`config.mk`:
```
export PLATFORM = sky130hd
export DESIGN_NAME = pq_client_arb
export DESIGN_NICKNAME = d
export VERILOG_FILES = /design/src/rtl/pq_client_arb_pkg.sv /design/src/rtl/pq_client_arb_rr_pick.sv /design/src/rtl/pq_client_arb.sv
export SDC_FILE = /design/constraint.sdc
export NUM_CORES = 1
export LEC_CHECK = 0
export BUFFER_PORTS_ARGS = -buffer_cell sky130_fd_sc_hd__buf_2
export CAP_MARGIN = 40
export CORE_AREA = 4 4 70 137
export CTS_CLUSTER_SIZE = 24
export DETAILED_ROUTE_END_ITERATION = 16
export DIE_AREA = 0 0 74 141
export PLACE_DENSITY = 0.66
export SLEW_MARGIN = 20
export SYNTH_ARGS = -nofsm -noshare
export SYNTH_HDL_FRONTEND = slang
export SYNTH_HIERARCHICAL = 1
export SYNTH_SLANG_ARGS = --single-unit
```
`constraint.sdc`:
```
create_clock -name clk -period 2 [get_ports clk]
set_clock_uncertainty 0.15 [all_clocks]
set_input_delay 0.4 -clock clk [delete_from_list [all_inputs] [get_ports clk]]
set_output_delay 0.4 -clock clk [all_outputs]
set_load 0.01 [all_outputs]
```
`src/rtl/pq_client_arb_pkg.sv`:
```
// Shared priority-queue types plus arbiter state and operation encodings.
package pq_client_arb_pkg;

  localparam int unsigned KEY_W = 8;
  localparam int unsigned VAL_W = 8;

  typedef struct packed {
    logic [KEY_W-1:0] key;
    logic [VAL_W-1:0] val;
  } kv_t;

  typedef enum logic [1:0] {
    IDLE  = 2'd0,
    ISSUE = 2'd1,
    WAIT  = 2'd2,
    ACK   = 2'd3
  } arb_state_t;

  localparam logic OP_ENQ = 1'b0;
  localparam logic OP_DEQ = 1'b1;

endpackage

```
`src/rtl/pq_client_arb_rr_pick.sv`:
```
// Combinational round-robin picker: first requester at or after ptr, wrapping.
module rr_pick #(
  parameter int unsigned NREQ = 4,
  localparam int unsigned GW  = $clog2(NREQ)
) (
  input  logic [NREQ-1:0] req,
  input  logic [GW-1:0]   ptr,
  output logic            valid,
  output logic [GW-1:0]   idx
);

  // Walk offsets from far to near so the nearest requester overwrites the result.
  always_comb begin
    int unsigned j;
    logic [GW-1:0] cand;
    valid = 1'b0;
    idx   = '0;
    j     = 0;
    cand  = '0;
    for (int i = int'(NREQ) - 1; i >= 0; i--) begin
      j = 32'(ptr) + 32'(i);
      if (j >= NREQ) j = j - NREQ;
      cand = GW'(j);
      if (req[cand]) begin
        valid = 1'b1;
        idx   = cand;
      end
    end
  end

endmodule

```
`src/rtl/pq_client_arb.sv`:
```
// Round-robin client arbiter sharing one priority queue among NREQ requesters.
module pq_client_arb
  import pq_client_arb_pkg::*;
#(
  parameter int unsigned NREQ = 4,
  localparam int unsigned GW  = $clog2(NREQ)
) (
  input  logic                 clk,
  input  logic                 rst,
  input  logic [NREQ-1:0]      req,
  input  logic [NREQ-1:0]      op,
  input  kv_t  [NREQ-1:0]      kv_in,
  output logic [NREQ-1:0]      ack,
  output logic                 rsp_ok,
  output kv_t                  rsp_kv,
  output logic [GW-1:0]        gnt_id,
  output logic                 pq_rst,
  output logic                 pq_enq,
  output logic                 pq_deq,
  output kv_t                  pq_kvi,
  input  logic                 pq_full,
  input  logic                 pq_busy,
  input  logic                 pq_empty,
  input  kv_t                  pq_kvo
);

  arb_state_t    state, next_state;
  logic [GW-1:0] ptr;
  logic [GW-1:0] gnt;
  logic          op_q;
  kv_t           kv_q;
  logic          pick_valid;
  logic [GW-1:0] pick_idx;

  assign pq_rst = rst;

  rr_pick #(.NREQ(NREQ)) u_pick (
    .req   (req),
    .ptr   (ptr),
    .valid (pick_valid),
    .idx   (pick_idx)
  );

  always_ff @(posedge clk or posedge rst) begin
    if (rst) state <= IDLE;
    else     state <= next_state;
  end

  // Strobes are decoded in ISSUE so full/empty are sampled in that same cycle.
  always_comb begin
    next_state = state;
    pq_enq     = 1'b0;
    pq_deq     = 1'b0;
    case (state)
      IDLE:  if (pick_valid && !pq_busy) next_state = ISSUE;
      ISSUE: begin
        if (op_q == OP_ENQ && !pq_full) begin
          pq_enq     = 1'b1;
          next_state = WAIT;
        end else if (op_q == OP_DEQ && !pq_empty) begin
          pq_deq     = 1'b1;
          next_state = WAIT;
        end else begin
          next_state = ACK;
        end
      end
      WAIT:  if (!pq_busy) next_state = ACK;
      ACK:   next_state = IDLE;
      default: next_state = IDLE;
    endcase
  end

  // Transaction latches and registered response outputs.
  always_ff @(posedge clk or posedge rst) begin
    if (rst) begin
      ptr    <= '0;
      gnt    <= '0;
      op_q   <= OP_ENQ;
      kv_q   <= '0;
      pq_kvi <= '0;
      ack    <= '0;
      rsp_ok <= 1'b0;
      rsp_kv <= '0;
      gnt_id <= '0;
    end else begin
      ack <= '0;
      if (state == IDLE && next_state == ISSUE) begin
        gnt    <= pick_idx;
        op_q   <= op[pick_idx];
        pq_kvi <= kv_in[pick_idx];
      end
      if (state == ISSUE) kv_q <= pq_deq ? pq_kvo : '0;
      // Only the WAIT path carries a performed transaction; ISSUE->ACK is a reject.
      if (next_state == ACK && state != ACK) begin
        ack    <= NREQ'(1) << gnt;
        rsp_ok <= (state == WAIT);
        rsp_kv <= (state == WAIT) ? kv_q : '0;
        gnt_id <= gnt;
      end
      if (state == ACK) ptr <= (gnt == GW'(NREQ - 1)) ? '0 : gnt + GW'(1);
    end
  end

endmodule

```
Yosys cells after proc, flatten, opt, wreduce, memory -nomap -nowiden
Cells that the tools add are included.
{ "classes": {"addsub": 8, "order_cmp": 9, "eq_ne": 7, "shifts": 1, "mux": 38, "bitwise": 1, "reduce_logical": 9} }
{ "ops": {"columns": ["op", "count"], "rows": [
  ["$mux 16", 3],
  ["$bmux 16 s2", 1],
  ["$mux 2", 11],
  ["$mux 1", 16],
  ["$lt 2x3->1 const B", 5],
  ["$bmux 1 s2", 5],
  ["$ge 3x3->1 const B", 3],
  ["$eq 2x2->1 const B", 4],
  ["$pmux 2 s4", 1],
  ["$sub 2x1->2 const B", 4],
  ["$add 2x2->3 const B", 2],
  ["$logic_and 1x1->1", 5],
  ["$eq 2x1->1 const B", 2],
  ["$mux 4", 1],
  ["$shl 1x2->4 const A", 1],
  ["$add 2x1->3 const B", 1],
  ["$ge 2x3->1 const B", 1],
  ["$logic_not 1->1", 3],
  ["$add 2x1->2 const B", 1],
  ["$logic_not 2->1", 1],
  ["$ne 2x2->1 const B", 1],
  ["$not 1->1", 1]
]} }
{ "word_totals": {"regBits": 62, "input_bits": 93, "out_inout_bits": 42, "wordCells": 86} }

Longest topological paths before layout
{ "depth": {"ltp_word": 15, "mapped_depth": 7} }

By module
Netlist, hierarchy kept.
{ "by_module_without_submodules": {"columns": ["mod", "n_inst", "cells_each", "area_per_inst_um2", "seq_area_each_um2"], "rows": [
  ["pq_client_arb", 1, 207, 3015.4, 1551.5],
  ["rr_pick", 1, 13, 77.6, 0.0]
]} }

Least setup slack after synthesis
Ideal clock, no wire load.
{ "synth_path": {"path_type": "flip-flop to flip-flop", "start": "reg ptr[1]", "end": "reg pq_kvi[0] (netlist name)", "arrival_ps": 1825, "slack_ps": -100, "path_stages_with_launch": 8, "n_path_buf": 2, "synth_period_minus_slack_ps": 2100, "cell_sequence": "dfrtp_1 nor3b_1 a211oi_1 nor2_1 buf_2 clkbuf_1 mux4_2 mux2_4"} }
{ "synth_via": {"word_cells_on_any_way": 38, "classes_between": "add/sub: 7; order compare: 4; eq/ne: 1; mux: 24; reduce/logical: 2"} }
{ "synth_lines": {"columns": ["item", "line_no", "rtl"], "rows": [
  ["start: declaration", "pq_client_arb.sv:28", "logic [GW-1:0] ptr;"],
  ["start signal: assignment", "pq_client_arb.sv:100", "if (state == ACK) ptr <= (gnt == GW'(NREQ - 1)) ? '0 : gnt + GW'(1);"],
  ["$add 2x2->3", "pq_client_arb_rr_pick.sv:21", "j = 32'(ptr) + 32'(i);"],
  ["$ge 3x3->1 or $sub 2x1->2 (tied branches)", "pq_client_arb_rr_pick.sv:22", "if (j >= NREQ) j = j - NREQ;"],
  ["$mux 2", "pq_client_arb_rr_pick.sv:22", null],
  ["$bmux 1 s2", "pq_client_arb_rr_pick.sv:24", "if (req[cand]) begin"],
  ["$mux 1 (not written as such)", "pq_client_arb_rr_pick.sv:24", null],
  ["$mux 2 (3 in series)", "pq_client_arb_rr_pick.sv:24", null],
  ["$mux 2 (*)", "pq_client_arb_rr_pick.sv:24", null],
  ["named net pick_idx[1]", "pq_client_arb.sv:33", "logic [GW-1:0] pick_idx;"],
  ["$bmux 16 s2 (*)", "pq_client_arb.sv:90", "pq_kvi <= kv_in[pick_idx];"],
  ["$mux 16 (not written as such) (*)", "pq_client_arb.sv:90", null],
  ["end signal: assignment", "pq_client_arb.sv:90", null],
  ["end: declaration", "pq_client_arb.sv:20", "output kv_t pq_kvi,"]
]} }
Mark *: on every way through the listed nets, which the timed path passes. The rest lies on a longest branch. The select of a mux whose other input is x is not followed.
A chain may end at the register's enable or synchronous reset.

Worst setup path after layout
{ "layout_path": {"start": "reg ptr[1]", "end": "reg pq_kvi[11] (netlist name)"} }
The elaborated chain is that of the path after synthesis.

==> results.md <==
* Antenna Nets Post-Route at 0
* Slew @ Worst Pin at between 0.3 and 0.4 ns
* Slowest stage delay, CP at 0.55 ns
* Fmax at 458 MHz
* Worst skew pair latency at between 0.3 and 0.4 ns
* Max Root-Sink Buffers at 2
* Root Buffer: clkbuf_16
* CTS tree: done
* Final slew viol count at 0
* DP Worst Slack at -0.229 ns
* Antenna violations before repair at 0
* Synth Flop Type: dfrtp_1
* Routed WL at 7430 um
* Crit-path max FO at 18
* LEAKAGE at about 2.1 nW
* CTS HTree Levels at 3
* Sw Ratio at 0.314
* FF+latch count, synth at 62
* Post-synthesis instance total at 220
* Maxcap violations at 0
* DRT iter0 DRCs at 80
* Critical R2R Launch: ptr[1]
* Rows at 48
* Violated checks: setup timing
* Final period util at 1.09
* Slowest-stage cell, CP: mux4_1
* Diode count at 0
* Peak supply drop at 777 uV
* Sequential cell fraction of total power at 0.330
* Global-route usage over all layers at 0.153
* Die X at ~74 um
* Worst setup path start: ptr[1]
* Nets at 459
* Worst EP arrival at 2.24 ns
* Number of synthesized flops with an enable pin at 0
* CTS Buf Count at 9
* # port buffers at approximately 130
* Core area at 0.00859 mm2
* CP Cell Sequence: mux2i_2 > a211oi_4 > buf_12 > mux4_1 > mux2_2
* Fraction of registers with async set/reset at 1.00
* Drt first pass iters at 4
* Logic gate share of total power at 0.392
* First-pass GRT wire length at around 12000 um
* Post-CTS Setup Bufs at 0
* Vias in the first global route at about 2500
* Cell Area, Synth at between 0.003 and 0.004 mm2
* DRC Markers at 0
* Seq/Total Area, Yosys at 0.502
* Synth warnings at 6
* Unique masters post-synth at 33
* Worst-case headroom to the max-slew limit at 0.761
* Net count after synthesis at 317
* Internal power at between 0.004 and 0.005 W
* Final count of hold timing violations at 0
* Clock network power share at 0.279
* Post-Syn Area per Cell at 14.1 um2
* Kind of critical path: reg -> reg
* Critical Path RT at 2.05 ns
* Power density over the cells at 1500 mW/mm2
* Top-level I/O count at 135
* Die ar. at 0.0104 mm2
* Switch Pwr at about 0.0020 W
* Worst-path clk slew at around 0.05 ns
* Via Count at 2286
* Overflow after GRT at 0
* Vias per cell at approximately 4.9
* Final setup viols at 17
* Final setup margin at -0.183 ns
* Die Y at 141 um
* Fin crit period at 2.18 ns
* Total power at around 0.0064 W
* Min-Delay Path Class: in -> async
* Finished Core Util at 0.496
* Status: finished with violations
* Drt wl/cell at 15.9 um
* DP HPWL at around 5800 um
* Final weighted congestion in routability-driven placement at 0.753
* Initial Util at 0.360
* Unrepaired setup endpoints after global routing: true
* Share of cells above drive strength 1 at 0.553
* Pin count of the biggest net entering global routing at 63
* P&R area growth vs syn at 37.8%
* Critical Path Start Type: register
* CP endpoint kind: register
* Sinks on Clock Net at 62
## worst max-delay path, delay by kind of cell (launching register included)
kind,cells,cell delay [ns]
mux,3,1.01
flops,1,0.44
compound gates,1,0.25
buf+inv,1,0.21
## flip-flops by register name (all words and copies together), names as in the netlist, 2 cells and up
register / count
ack: 4
gnt: 2
gnt_id: 2
kv_q: 16
pq_kvi: 16
ptr: 2
rsp_kv: 16
state: 2
## final timing paths
kind	endpoint	slack, ns	cells past startpoint
setup / recovery	pq_kvi[11]	-0.18	5
max in group asynchronous	ptr[1]	1.39	3
hold / removal	rsp_kv[2]	0.008	3
setup reg to reg	pq_kvi[11]	-0.18	5
min in group clk	kv_q[14]	0.15	2
hold reg to reg	pq_kvi[13]	0.35	1
## cell usage in the layout (no fill, tap or decap), drive strengths merged, types with 3 or more instances in the layout
cell    netlist  routed
buf          10     144
dfrtp        62      62
nand2        22      22
mux2         22      22
inv          20      19
mux2i        18      18
mux4         17      17
a22o         16      16
clkbuf        3      10
nor2          5       5
nand2b        5       5
and2          4       4
ha            4       4
bufinv        0       3
clkinv        0       3
## per-stage QoR
stage          instance area, um2  hold WS (ns)  TNS [ns]  cells
3_3_place_gp                 3910         0.338     -2.66    451
6_report                     4260       0.00768     -2.48    467
4_1_cts                      4270        0.0260     -3.10    467
5_1_grt                      4260        0.0299     -3.69    467
2_1_floorplan                3100         0.323    -0.545    220
3_5_place_dp                 3910         0.339     -3.30    451
## cell usage after synthesis (2+ instances only)
cell type	count	area, um2
dfrtp_1	62	1550
mux2_2	13	146
mux2i_1	18	180
nand2b_1	3	18.8
nand2_1	22	82.6
mux4_1	8	210
ha_1	4	50.1
buf_2	2	10.0
and2_1	4	25.0
nor2_1	5	18.8
buf_6	5	56.3
inv_1	20	75.1
mux2_4	9	135
mux4_2	9	203
clkbuf_1	2	7.51
a22o_1	16	140
buf_4	2	15.0
## cell type report
class / count / area, um2
fillers: 775 / 4330
inverters: 20 / 78.8
multi-input cells: 125 / 1360
flip-flops and latches: 62 / 1550
clock buffers: 10 / 239
well taps: 100 / 125
clock inverters: 6 / 109
repair buffers: 144 / 796
## cells by family after synthesis
kind of cell             Yosys count  share of synthesized area
multiplexers                      57                      0.283
adder cells (fa/ha/maj)            4                     0.0162
buffers and inverters             33                     0.0611
AO/OA/AOI/OAI                     23                     0.0667
AND/OR/NAND/NOR                   41                     0.0716
flip-flops                        62                      0.502
## repair_timing
action	CTS	global route
setup endpoints to repair	19	17
hold buffers	0	0
gates resized for setup	2	4
## power by group through the flow
stage	Combinational (W)	Sequential, W	Clock [W]
3_5_place_dp	0.00253	0.00211	0
4_1_cts	0.00254	0.00211	0.00183
5_1_grt	0.00273	0.00218	0.00190
2_1_floorplan	0.00160	0.00221	0
6_report	0.00250	0.00210	0.00178
3_3_place_gp	0.00246	0.00209	0
## layer usage
| layer | vias to the layer above | GRT usage | wire [um] |
|---|---|---|---|
| met3 | 11 | 0.0400 | 455 |
| met1 | 1122 | 0.165 | 2670 |
| li1 | 1070 | - | - |
| met2 | 83 | 0.269 | 4140 |
| met4 | 0 | 0.0669 | 159 |
| met5 | - | 0 | 0 |
Power figures use the tool's default switching activity.
